### src/rtl/dense_weight_update_pkg.sv
// Shared defaults, saturation limits and FSM state encoding for the dense weight-update stage.
package dense_pkg;
  localparam int DATA_SIZE = 16;
  localparam int FRAC_BITS = 8;
  localparam logic signed [DATA_SIZE-1:0] SAT_MAX = {1'b0, {(DATA_SIZE-1){1'b1}}};
  localparam logic signed [DATA_SIZE-1:0] SAT_MIN = {1'b1, {(DATA_SIZE-1){1'b0}}};
  localparam int BP_EN_BIT = 0;

  typedef enum logic [2:0] {IDLE, ERR, STEP, UPD, DONE} state_t;
endpackage

### src/rtl/dense_weight_update_fixed_mul_sat.sv
// Signed fixed-point multiply, arithmetic shift by frac_bits, saturate to data_size.
// Latency: combinational.
// Backpressure: none, pure function of its operands.
module fixed_mul_sat
  import dense_pkg::*;
#(
  parameter int data_size = DATA_SIZE,
  parameter int frac_bits = FRAC_BITS
) (
  input  logic signed [data_size-1:0] a,
  input  logic signed [data_size-1:0] b,
  output logic signed [data_size-1:0] p
);
  logic signed [2*data_size-1:0] prod;
  logic signed [2*data_size-1:0] shifted;
  logic                          ovf;

  always_comb begin
    prod    = (2*data_size)'(a) * (2*data_size)'(b);
    shifted = prod >>> frac_bits;
    // Result fits only if everything above the kept field is pure sign extension.
    ovf = (shifted[2*data_size-1:data_size-1] != {(data_size+1){shifted[2*data_size-1]}});
    if (ovf)
      p = shifted[2*data_size-1] ? {1'b1, {(data_size-1){1'b0}}} : {1'b0, {(data_size-1){1'b1}}};
    else
      p = shifted[data_size-1:0];
  end
endmodule

### src/rtl/dense_weight_update.sv
// Per-lane w -= lr*(y-p)*x using one shared saturating multiplier, lane by lane.
// Latency: 3*size+1 cycles when enabled, 1 cycle when bypassed.
// Backpressure: holds result in DONE until out_ready; in_ready only in IDLE.
module dense_weight_update
  import dense_pkg::*;
#(
  parameter int size                   = 3,
  parameter int data_size              = DATA_SIZE,
  parameter int frac_bits              = FRAC_BITS,
  parameter int learning_rate_size     = 16,
  parameter int backprop_controll_size = 66
) (
  input  logic                              clk,
  input  logic                              reset,
  input  logic                              in_valid,
  output logic                              in_ready,
  input  logic [data_size*size-1:0]         w,
  input  logic [data_size*size-1:0]         x,
  input  logic [data_size*size-1:0]         y,
  input  logic [data_size*size-1:0]         predict_value,
  input  logic [learning_rate_size-1:0]     learning_rate,
  input  logic [backprop_controll_size-1:0] backprop_controll,
  output logic                              out_valid,
  input  logic                              out_ready,
  output logic [data_size*size-1:0]         w_out,
  output logic [backprop_controll_size-1:0] backprop_controll_out,
  output logic                              busy
);
  localparam int cnt_w = (size > 1) ? $clog2(size) : 1;
  localparam logic [cnt_w-1:0]     last_lane = cnt_w'(size - 1);
  localparam logic [data_size-1:0] s_max     = {1'b0, {(data_size-1){1'b1}}};
  localparam logic [data_size-1:0] s_min     = {1'b1, {(data_size-1){1'b0}}};

  state_t                        state, state_nxt;
  logic [cnt_w-1:0]              lane;
  logic [data_size*size-1:0]     x_q, y_q, p_q;
  logic [learning_rate_size-1:0] lr_q;
  logic [data_size-1:0]          g_q, s_q;
  logic [data_size-1:0]          x_l, y_l, p_l, w_l, e, w_upd, mul_a, mul_b, mul_p;
  logic [data_size:0]            e_wide, w_wide;

  assign in_ready  = (state == IDLE);
  assign busy      = (state != IDLE);
  assign out_valid = (state == DONE);

  always_comb begin
    x_l    = x_q[data_size*lane +: data_size];
    y_l    = y_q[data_size*lane +: data_size];
    p_l    = p_q[data_size*lane +: data_size];
    w_l    = w_out[data_size*lane +: data_size];
    // One guard bit is enough to detect overflow of a two-operand subtraction.
    e_wide = {y_l[data_size-1], y_l} - {p_l[data_size-1], p_l};
    w_wide = {w_l[data_size-1], w_l} - {s_q[data_size-1], s_q};
    e      = (e_wide[data_size] != e_wide[data_size-1]) ?
             (e_wide[data_size] ? s_min : s_max) : e_wide[data_size-1:0];
    w_upd  = (w_wide[data_size] != w_wide[data_size-1]) ?
             (w_wide[data_size] ? s_min : s_max) : w_wide[data_size-1:0];
    mul_a  = (state == STEP) ? data_size'(lr_q) : e;
    mul_b  = (state == STEP) ? g_q : x_l;
  end

  fixed_mul_sat #(
    .data_size (data_size),
    .frac_bits (frac_bits)
  ) u_mul (
    .a (mul_a),
    .b (mul_b),
    .p (mul_p)
  );

  always_ff @(posedge clk or posedge reset) begin
    if (reset) state <= IDLE;
    else       state <= state_nxt;
  end

  always_comb begin
    state_nxt = state;
    unique case (state)
      IDLE:    if (in_valid) state_nxt = backprop_controll[BP_EN_BIT] ? ERR : DONE;
      ERR:     state_nxt = STEP;
      STEP:    state_nxt = UPD;
      UPD:     state_nxt = (lane == last_lane) ? DONE : ERR;
      DONE:    if (out_ready) state_nxt = IDLE;
      default: state_nxt = IDLE;
    endcase
  end

  always_ff @(posedge clk or posedge reset) begin
    if (reset) begin
      lane                  <= '0;
      x_q                   <= '0;
      y_q                   <= '0;
      p_q                   <= '0;
      lr_q                  <= '0;
      g_q                   <= '0;
      s_q                   <= '0;
      w_out                 <= '0;
      backprop_controll_out <= '0;
    end else begin
      unique case (state)
        IDLE: if (in_valid) begin
          x_q                   <= x;
          y_q                   <= y;
          p_q                   <= predict_value;
          lr_q                  <= learning_rate;
          w_out                 <= w;
          backprop_controll_out <= backprop_controll;
          lane                  <= '0;
        end
        ERR:  g_q <= mul_p;
        STEP: s_q <= mul_p;
        UPD: begin
          w_out[data_size*lane +: data_size] <= w_upd;
          if (lane != last_lane) lane <= lane + 1'b1;
        end
        default: ;
      endcase
    end
  end
endmodule

### config.mk
export PLATFORM = sky130hd
export DESIGN_NAME = dense_weight_update
export DESIGN_NICKNAME = d
export VERILOG_FILES = /design/src/rtl/dense_weight_update_pkg.sv /design/src/rtl/dense_weight_update_fixed_mul_sat.sv /design/src/rtl/dense_weight_update.sv
export SDC_FILE = /design/constraint.sdc
export NUM_CORES = 2
export LEC_CHECK = 0
export CORE_ASPECT_RATIO = 1.5
export CORE_UTILIZATION = 45
export CTS_CLUSTER_SIZE = 10
export DETAILED_ROUTE_END_ITERATION = 10
export PLACE_DENSITY = 0.7
export SLEW_MARGIN = 0
export SYNTH_ARGS = -nofsm -noshare
export SYNTH_HDL_FRONTEND = slang
export SYNTH_HIERARCHICAL = 1
export SYNTH_SLANG_ARGS = --single-unit
### constraint.sdc
create_clock -name clk -period 11.5 [get_ports clk]
set_input_delay 1.725 -clock clk [delete_from_list [all_inputs] [get_ports clk]]
set_output_delay 1.725 -clock clk [all_outputs]
set_load 0.005 [all_outputs]
==> flow_summary.toml <==
[run_status]
outcome = "complete, no violations"

[cells_and_area]
drive_gt1_frac = 0.141
area_delta_synth_final_pct = 22.2
multi_input_area_sq_um = 16500
fill_cells = 4993
nets = 3567
seq_area_sq_um = 7790

[worst_setup_path]
path_class = "reg -> reg"
cp_slowest_cell = "dfrtp_4"
crit_arrival_ns = 11.28
cp_slowest_stage_delay_ns = 0.74
crit_path_frequent_cell = "fa_1"
worstReg2RegStart = "lane[1]"
cp-startpoint = "lane[1]"
r2r_end = "g_q[1]"
cp-end-kind = "flop"
crit_path_start_kind = "flop"
crit_path_max_fanout = 27
r2r_setup_slack_ns = 0.63
worst-endpoint-required_ns = 11.91
r2r_cells = 35

[routing]
routed_wirelength_mm = 82.5
dr.pass1.iters = 8
via_count = 20500
wl_met1_mm = 29.4
wl_met2_mm = 43.5
wl_met3_mm = 5.26
routedWlPerCell_um = 22.4
drt.antenna.violating_nets = 0
dr.max_layer_used = "met5"
drcViolationCount = 0
via_per_inst = 5.56
drt-initial-drc-count = 1036

[timing]
fmaxAchievable_ghz = 0.0920
whs_ns = 0.505
finalHoldViolCount = 0
period_needed_ns = 10.87
max_slew.worst_pin.slew_ns = 1.25
setup_violations = 0
finalClockSkew_ns = 0.0246
finalSetupTns_ns = 0
slew_headroom = 0.168
slew_viol_final = 0
rsz0062_at_grt = "no"
finalCritPeriodShare = 0.946

[clock_network]
cts_buffers = 37
clk_latency_ns = 0.54
ctsHoldBuffers = 0
cts_root_buf = "clkbuf_16"
cts_max_path_buffers = 3
clk_pin_slew_ns = 0.06
clock_sinks = 311
cts_tree = "done"
cts.htree.levels = 2

[grt]
antenna_found_initial = 12
grt_max_degree = 113
gr-total-overflow = 0
grt_pass1_wl_mm = 129
track_usage = 0.285
grt_pass1_vias = 22900

[hold_path]
hold_depth = 1
hold_end = "x_q[10]"
hold_class = "reg -> reg"
min_from = "x_q[10]"

[synthesis]
synth_cells = 2559
synthDistinctLibCells = 96
avgSynthCellArea_sq_um = 10.2
synth_edf_count = 0
ys_async_sr_fraction = 1.00
yosysSeqAreaShare = 0.298
synth_seq_cells = 311
yosysWarnings = 6
synth_ff_type = "dfrtp_1"
synth_nets = 3215
synth.cell_area_sq_um = 26100

[place]
port_buffers = 394
dp_hpwl_mm = 65.9
gp_congestion = 0.972

[floorplan]
die_area_sq_um = 58900
initial_core_util = 0.457
ios = 395
fp.dieW_um = 199
row_count = 107
core_area_sq_um = 57000
die_h_um = 297

[job]
cap_violations = 0
-- timing repair --
action,in CTS,in global routing
setup endpoints to repair,0,30
setup buffers,0,1
hold endpoints to repair,0,0
resized for setup,0,3
-- synthesized netlist by cell type, drive strengths merged, types with 7 or more instances --
| cell type | number | share of area |
|---|---|---|
| mux2i | 67 | 0.026 |
| a2bb2oi | 7 | 0.0024 |
| o22ai | 7 | 0.0017 |
| mux2 | 245 | 0.11 |
| clkbuf | 71 | 0.011 |
| nor2 | 172 | 0.025 |
| buf | 58 | 0.013 |
| xor2 | 18 | 0.0063 |
| xnor2 | 33 | 0.011 |
| a22oi | 20 | 0.0058 |
| nand2b | 22 | 0.0053 |
| and3 | 7 | 0.0017 |
| a221oi | 8 | 0.0039 |
| nor2b | 9 | 0.0022 |
| dfrtp | 311 | 0.30 |
| inv | 329 | 0.047 |
| a21oi | 147 | 0.030 |
| nand4 | 11 | 0.0026 |
| nand2 | 222 | 0.032 |
| a31oi | 10 | 0.0029 |
| maj3 | 11 | 0.0043 |
| nor3 | 11 | 0.0021 |
| fa | 263 | 0.20 |
| o21a | 25 | 0.0072 |
| a21o | 13 | 0.0038 |
| o211ai | 14 | 0.0046 |
| a211oi | 9 | 0.0026 |
| o21ai | 79 | 0.015 |
| ha | 115 | 0.055 |
| nand3 | 31 | 0.0064 |
| and2 | 126 | 0.030 |
-- metal layers --
layer,track usage,vias to the layer above
met5,0,-
met3,0.0603,235
li1,-,9119
met2,0.512,753
met1,0.310,10400
met4,0.148,6
-- area by class of cell --
| cell class | instances | share of cell area |
|---|---|---|
| Antenna cell | 8 | 0.000628 |
| Multi-Input combinational cell | 1790 | 0.518 |
| Clock buffer | 39 | 0.0293 |
| Timing Repair Buffer | 442 | 0.135 |
| Clock inverter | 5 | 0.00318 |
| Tap cell | 763 | 0.0299 |
| Inverter | 329 | 0.0390 |
| Sequential cell | 311 | 0.244 |
-- logic make-up (layout without fill, tap and decap cells) --
group | count (synthesis) | after routing | synth area share
buffers and inverters | 458 | 815 | 0.0710
adder cells (fa/ha/maj) | 389 | 389 | 0.261
multiplexers | 312 | 312 | 0.131
flip-flops | 311 | 311 | 0.298
AO/OA/AOI/OAI | 396 | 396 | 0.103
other | 0 | 8 | 0
XOR/XNOR | 51 | 51 | 0.0174
AND/OR/NAND/NOR | 642 | 642 | 0.117
-- per-stage QoR --
step           utilization  setup WS, ns  std cells  area (sq um)
6_report             0.559         0.627       3687         31900
5_1_grt              0.559         0.108       3682         31900
4_1_cts              0.558         0.304       3678         31800
3_5_place_dp         0.540         0.381       3634         30800
3_3_place_gp         0.540         0.583       3634         30800
2_1_floorplan            -          1.17       2559         26100
-- worst max path at each step --
stage          slack, ns  cells past startpoint                        to
6_report            0.63                     35                    g_q[1]
5_1_grt             0.11                     35                    g_q[0]
4_1_cts             0.30                     37                   s_q[11]
3_5_place_dp        0.38                     36                    g_q[1]
3_3_place_gp        0.58                     36                   g_q[14]
2_1_floorplan       1.17                      1  backprop_controll_out[0]
-- worst max-delay path: cells and delay by family, from the launching register on --
family,cells,cell delay (ns)
AO/OA/AOI/OAI,13,3.69
multiplexers,2,0.70
buffers and inverters,5,0.58
AND/OR/NAND/NOR,6,1.11
flip-flops,1,0.74
adder cells (fa/ha/maj),9,3.86
-- sequential cells by signal, indices dropped and copies added (netlist names) --
| register | count |
|---|---|
| x_q | 48 |
| y_q | 48 |
| w_out | 48 |
| lane | 2 |
| state | 3 |
| p_q | 48 |
| s_q | 16 |
| g_q | 16 |
| lr_q | 16 |
| backprop_controll_out | 66 |
-- cell usage in the layout, fill, tap and decap left out, drive strengths merged, types with 13 or more instances in the layout --
master	instances
clkdlybuf4s50	394
inv	330
dfrtp	311
fa	263
mux2	245
nand2	222
nor2	172
a21oi	147
and2	126
ha	115
o21ai	79
mux2i	67
buf	48
clkbuf	39
xnor2	33
nand3	31
o21a	25
nand2b	22
a22oi	20
xor2	18
o211ai	14
a21o	13
Power is not shown: default switching activity piles up to over one toggle a cycle in this logic, so the estimate is an artifact.
==> variant 1 (config.mk and constraints unchanged) <==
`learning_rate_size`: 16 -> 8.
--- a/src/rtl/dense_weight_update.sv
+++ b/src/rtl/dense_weight_update.sv
@@ -8,5 +8,5 @@
   parameter int data_size              = DATA_SIZE,
   parameter int frac_bits              = FRAC_BITS,
-  parameter int learning_rate_size     = 16,
+  parameter int learning_rate_size     = 8,
   parameter int backprop_controll_size = 66
 ) (
Interface: changed (resized learning_rate); port bits go from 395 to 387. The function was not compared with the original's and may differ.
==> variant 1 against the original RTL <==
- via count decreased by 3.6%
- critical path depth decreased by 4
- sequential cell count decreased by 8
- clock skew decreased by 0.0053 ns
- final area decreased by 3.0%
- routed wire length decreased by 5.3%
- synthesized cell count decreased by 2.9%
- non-clock buffer count decreased by 13
- worst setup slack improved by 0.16 ns
- area after synthesis decreased by 2.8%
Power is left out: the tool's default activity adds up to more than one toggle a clock period on the data nets, which glitch-free logic cannot reach.
==> variant 1: results (changes against the original RTL) <==
metric,value,unit,change
layout.non_clock_inverters,333,,+1.2%
synth_nets,3133,,-2.6%
hold_ws,0.503,ns,-0.00239 ns
synthMuxAreaShare,13.1,%,-0.093 points
endpoint,g_q[0],,
yosysUniqueCellTypes,86,,-10%
clock_buffer_count,40,,+2.6%
buffers,429,,-2.9%
timing.critical_path.arrival,11.12,ns,-0.16 ns
synth_adder_area_share,26.5,%,+0.41 points
gpl.final_weighted_congestion,0.921,,-5.3%
met1Wirelength,26.8,mm,-8.8%
synth-xor-area-share,1.86,%,+0.12 points
finalCritPeriodShare,93.2,%,-1.4 points
clock_sinks,303,,-2.6%
diodes,4,,-4
cells_after_dpl,3498,,-3.7%
detailed_place_hpwl,62.2,mm,-5.6%
hold_end,p_q[44],,
drtIter0Drc,1256,,+21%
met3_length,4.86,mm,-7.7%
result_of_the_run,finished clean,,
wl_met2,41.8,mm,-4.0%
clk_share,3.14,%,-0.10 points
final_layout_size_suffix_gt1_share,13.4,%,-0.71 points
routed_wirelength,78.1,mm,-5.3%
first_global_vias,21700,,-5.2%
finish.utilization,55.5,%,-0.36 points
r2r_slack,0.78,ns,+0.16 ns
via_count,19800,,-3.6%
grt_pass1_wl,121,mm,-5.9%
synthTopCellsByCount,"sky130_fd_sc_hd__inv_1, sky130_fd_sc_hd__dfrtp_1, sky130_fd_sc_hd__fa_1",,
sequential_to_total_area_share_from_yosys_stat,29.9,%,+0.085 points
post_dr_wirelength_cell,22.0,um,-1.6%
buf_share,13.6,%,+0.086 points
antenna_found_initial,6,,-6
nMultiInputCombCells,1732,,-3.2%
n_fill_cell,4855,,-2.8%
synth_area_leaders,"sky130_fd_sc_hd__dfrtp_1, sky130_fd_sc_hd__fa_1, sky130_fd_sc_hd__mux2_2",,
grt_use_total,27.5,%,-1.0 points
hold_start,p_q[44],,
largest_net_degree_at_the_start_of_global_routing,195,,+73%
==> variant 1: cell types whose count changed in the layout (fill, tap and decap cells not counted), sizes merged, moves of 9 or more <==
cell | unedited run | this run
a21oi | 147 | 136
maj3 | 11 | 2
nor2 | 172 | 129
o21ai | 79 | 110
nand2 | 222 | 231
nand3 | 31 | 15
nand2b | 22 | 12
and3 | 7 | 16
mux2 | 245 | 236
==> variant 1: timing repair <==
action	in CTS	in global routing
hold buffers	0	0
setup buffers	0	0
endpoints found under the setup margin	0	30
resized for setup	0	6
==> variant 1: critical path, delay by kind of cell, from the launching register on <==
family	cells	cell delay, ns
buffers and inverters	4	0.54
AND/OR/NAND/NOR	5	1.04
flip-flops	1	0.73
adder cells (fa/ha/maj)	8	3.73
multiplexers	2	0.52
AO/OA/AOI/OAI	12	3.95
==> variant 1: per-layer routing <==
layer | track usage, % | vias to the layer above
li1 | - | 8852
met1 | 29.4 | 9999
met2 | 50.7 | 720
met3 | 5.03 | 191
met4 | 15.1 | 6
met5 | 0 | -
==> variant 2 (same flow settings) <==
Made on the original files. The 5 states of `state_t` get a one-hot encoding in 5 bits.
--- a/src/rtl/dense_weight_update_pkg.sv
+++ b/src/rtl/dense_weight_update_pkg.sv
@@ -7,5 +7,5 @@
   localparam int BP_EN_BIT = 0;
 
-  typedef enum logic [2:0] {IDLE, ERR, STEP, UPD, DONE} state_t;
+  typedef enum logic [4:0] {IDLE = 5'b00001, ERR = 5'b00010, STEP = 5'b00100, UPD = 5'b01000, DONE = 5'b10000} state_t;
 endpackage
 
Formal check against the unedited RTL: no difference found for any inputs over 4 cycles, from zero or initial values and one cycle with reset high; so few cycles prove little.
==> variant 2 against the original RTL <==
- sequential share of layout area is 0.62 points higher
- core utilization barely moved
- routed wire length down 7.3%
- hold slack lost 0.032 ns
- worst setup slack gained 0.26 ns
- area after synthesis shrank 2.1%
- sequential cell count rose by 2
- final area is 1.8% lower
Power is not shown: default switching activity piles up to over one toggle a cycle in this logic, so the estimate is an artifact.
==> variant 2: results (changes against the original RTL) <==
metric,value,unit,change
result_of_the_run,finished clean,,
hold_ws,0.473,ns,-0.0323 ns
layout.non_clock_inverters,328,,-0.30%
wl_met2,41.8,mm,-4.0%
multi_input_area,16000,um2,-3.3%
max_slew.worst_pin.slew,1.19,ns,-0.0553 ns
met2_usage,51.2,%,about the same
gpl.final_weighted_congestion,0.925,,-4.8%
final_nets,3531,,-1.0%
globalRouteMet3Util,4.92,%,-1.1 points
cells_after_dpl,3592,,-1.2%
diodes,10,,+2
grt_use_total,27.0,%,-1.5 points
dpl_cell_area,30300,um2,-1.7%
synth_adder_area_share,26.4,%,+0.31 points
post_dr_wirelength_cell,20.9,um,-6.4%
synthCells,2525,,-1.3%
worst_path_dominant_cell_family,compound AO/OA/AOI/OAI gates,,
met1Wirelength,25.8,mm,-12%
fp-row-count,106,,-0.93%
synth-xor-area-share,1.81,%,+0.066 points
met3_length,4.74,mm,-9.9%
synthMuxAreaShare,12.6,%,-0.56 points
detailed_place_hpwl,59.7,mm,-9.4%
dpl_worst_slack,0.706,ns,+0.325 ns
post_route_skew,0.0254,ns,+0.000797 ns
area.share.sequential,25.0,%,+0.62 points
seq_cell_count,313,,+0.64%
synthTopCellsByCount,"sky130_fd_sc_hd__inv_1, sky130_fd_sc_hd__dfrtp_1, sky130_fd_sc_hd__nand2_1",,
yosysUniqueCellTypes,85,,-11%
period_minus_slack,10.61,ns,-0.260 ns
buffers,435,,-1.6%
buf_share,13.6,%,+0.084 points
worst_hold_path.num_cells,2,,+1
worst_r2r_path_depth,37,,+5.7%
critical_path_peak_fanout,34,,+26%
grt_pass1_wl,120,mm,-6.7%
n_fill_cell,4952,,-0.82%
area_fraction_in_compound_gates_after_synthesis,10.0,%,-0.35 points
timing.critical_path.arrival,10.99,ns,-0.29 ns
hold_end,g_q[2],,
largest_net_degree_at_the_start_of_global_routing,173,,+53%
first_global_vias,22100,,-3.6%
sequential_to_total_area_share_from_yosys_stat,30.7,%,+0.83 points
synth_area_leaders,"sky130_fd_sc_hd__dfrtp_1, sky130_fd_sc_hd__fa_1, sky130_fd_sc_hd__mux2_2",,
synth_nets,3181,,-1.1%
drtIter0Drc,1010,,-2.5%
drt_pre_antenna_iters,5,,-3
use_met1,28.0,%,-3.1 points
[variant 2: changes by cell type after synthesis, moves of 18 or more]
cell,before,now
sky130_fd_sc_hd__nand2_1,220,284
sky130_fd_sc_hd__nor2_1,172,114
sky130_fd_sc_hd__o311ai_1,0,30
sky130_fd_sc_hd__o21ai_0,76,102
sky130_fd_sc_hd__nand3_1,30,6
sky130_fd_sc_hd__mux2_2,245,226
sky130_fd_sc_hd__a22oi_1,20,2
sky130_fd_sc_hd__and3_1,6,24
[variant 2: worst max-delay path by stage]
stage | startpoint | end | cells past startpoint
after floorplan | reset | backprop_controll_out[0] | 1
after global placement | lane[1] | s_q[1] | 36
after detailed placement | lane[1] | s_q[2] | 37
after CTS | lane[1] | s_q[2] | 37
after global routing | lane[1] | s_q[2] | 36
final | lane[1] | s_q[2] | 37
[variant 2: repair_timing]
| action | in CTS | in global routing |
|---|---|---|
| hold endpoints to repair | 0 | 0 |
| gates resized for setup | 0 | 1 |
| endpoints found under the setup margin | 0 | 18 |
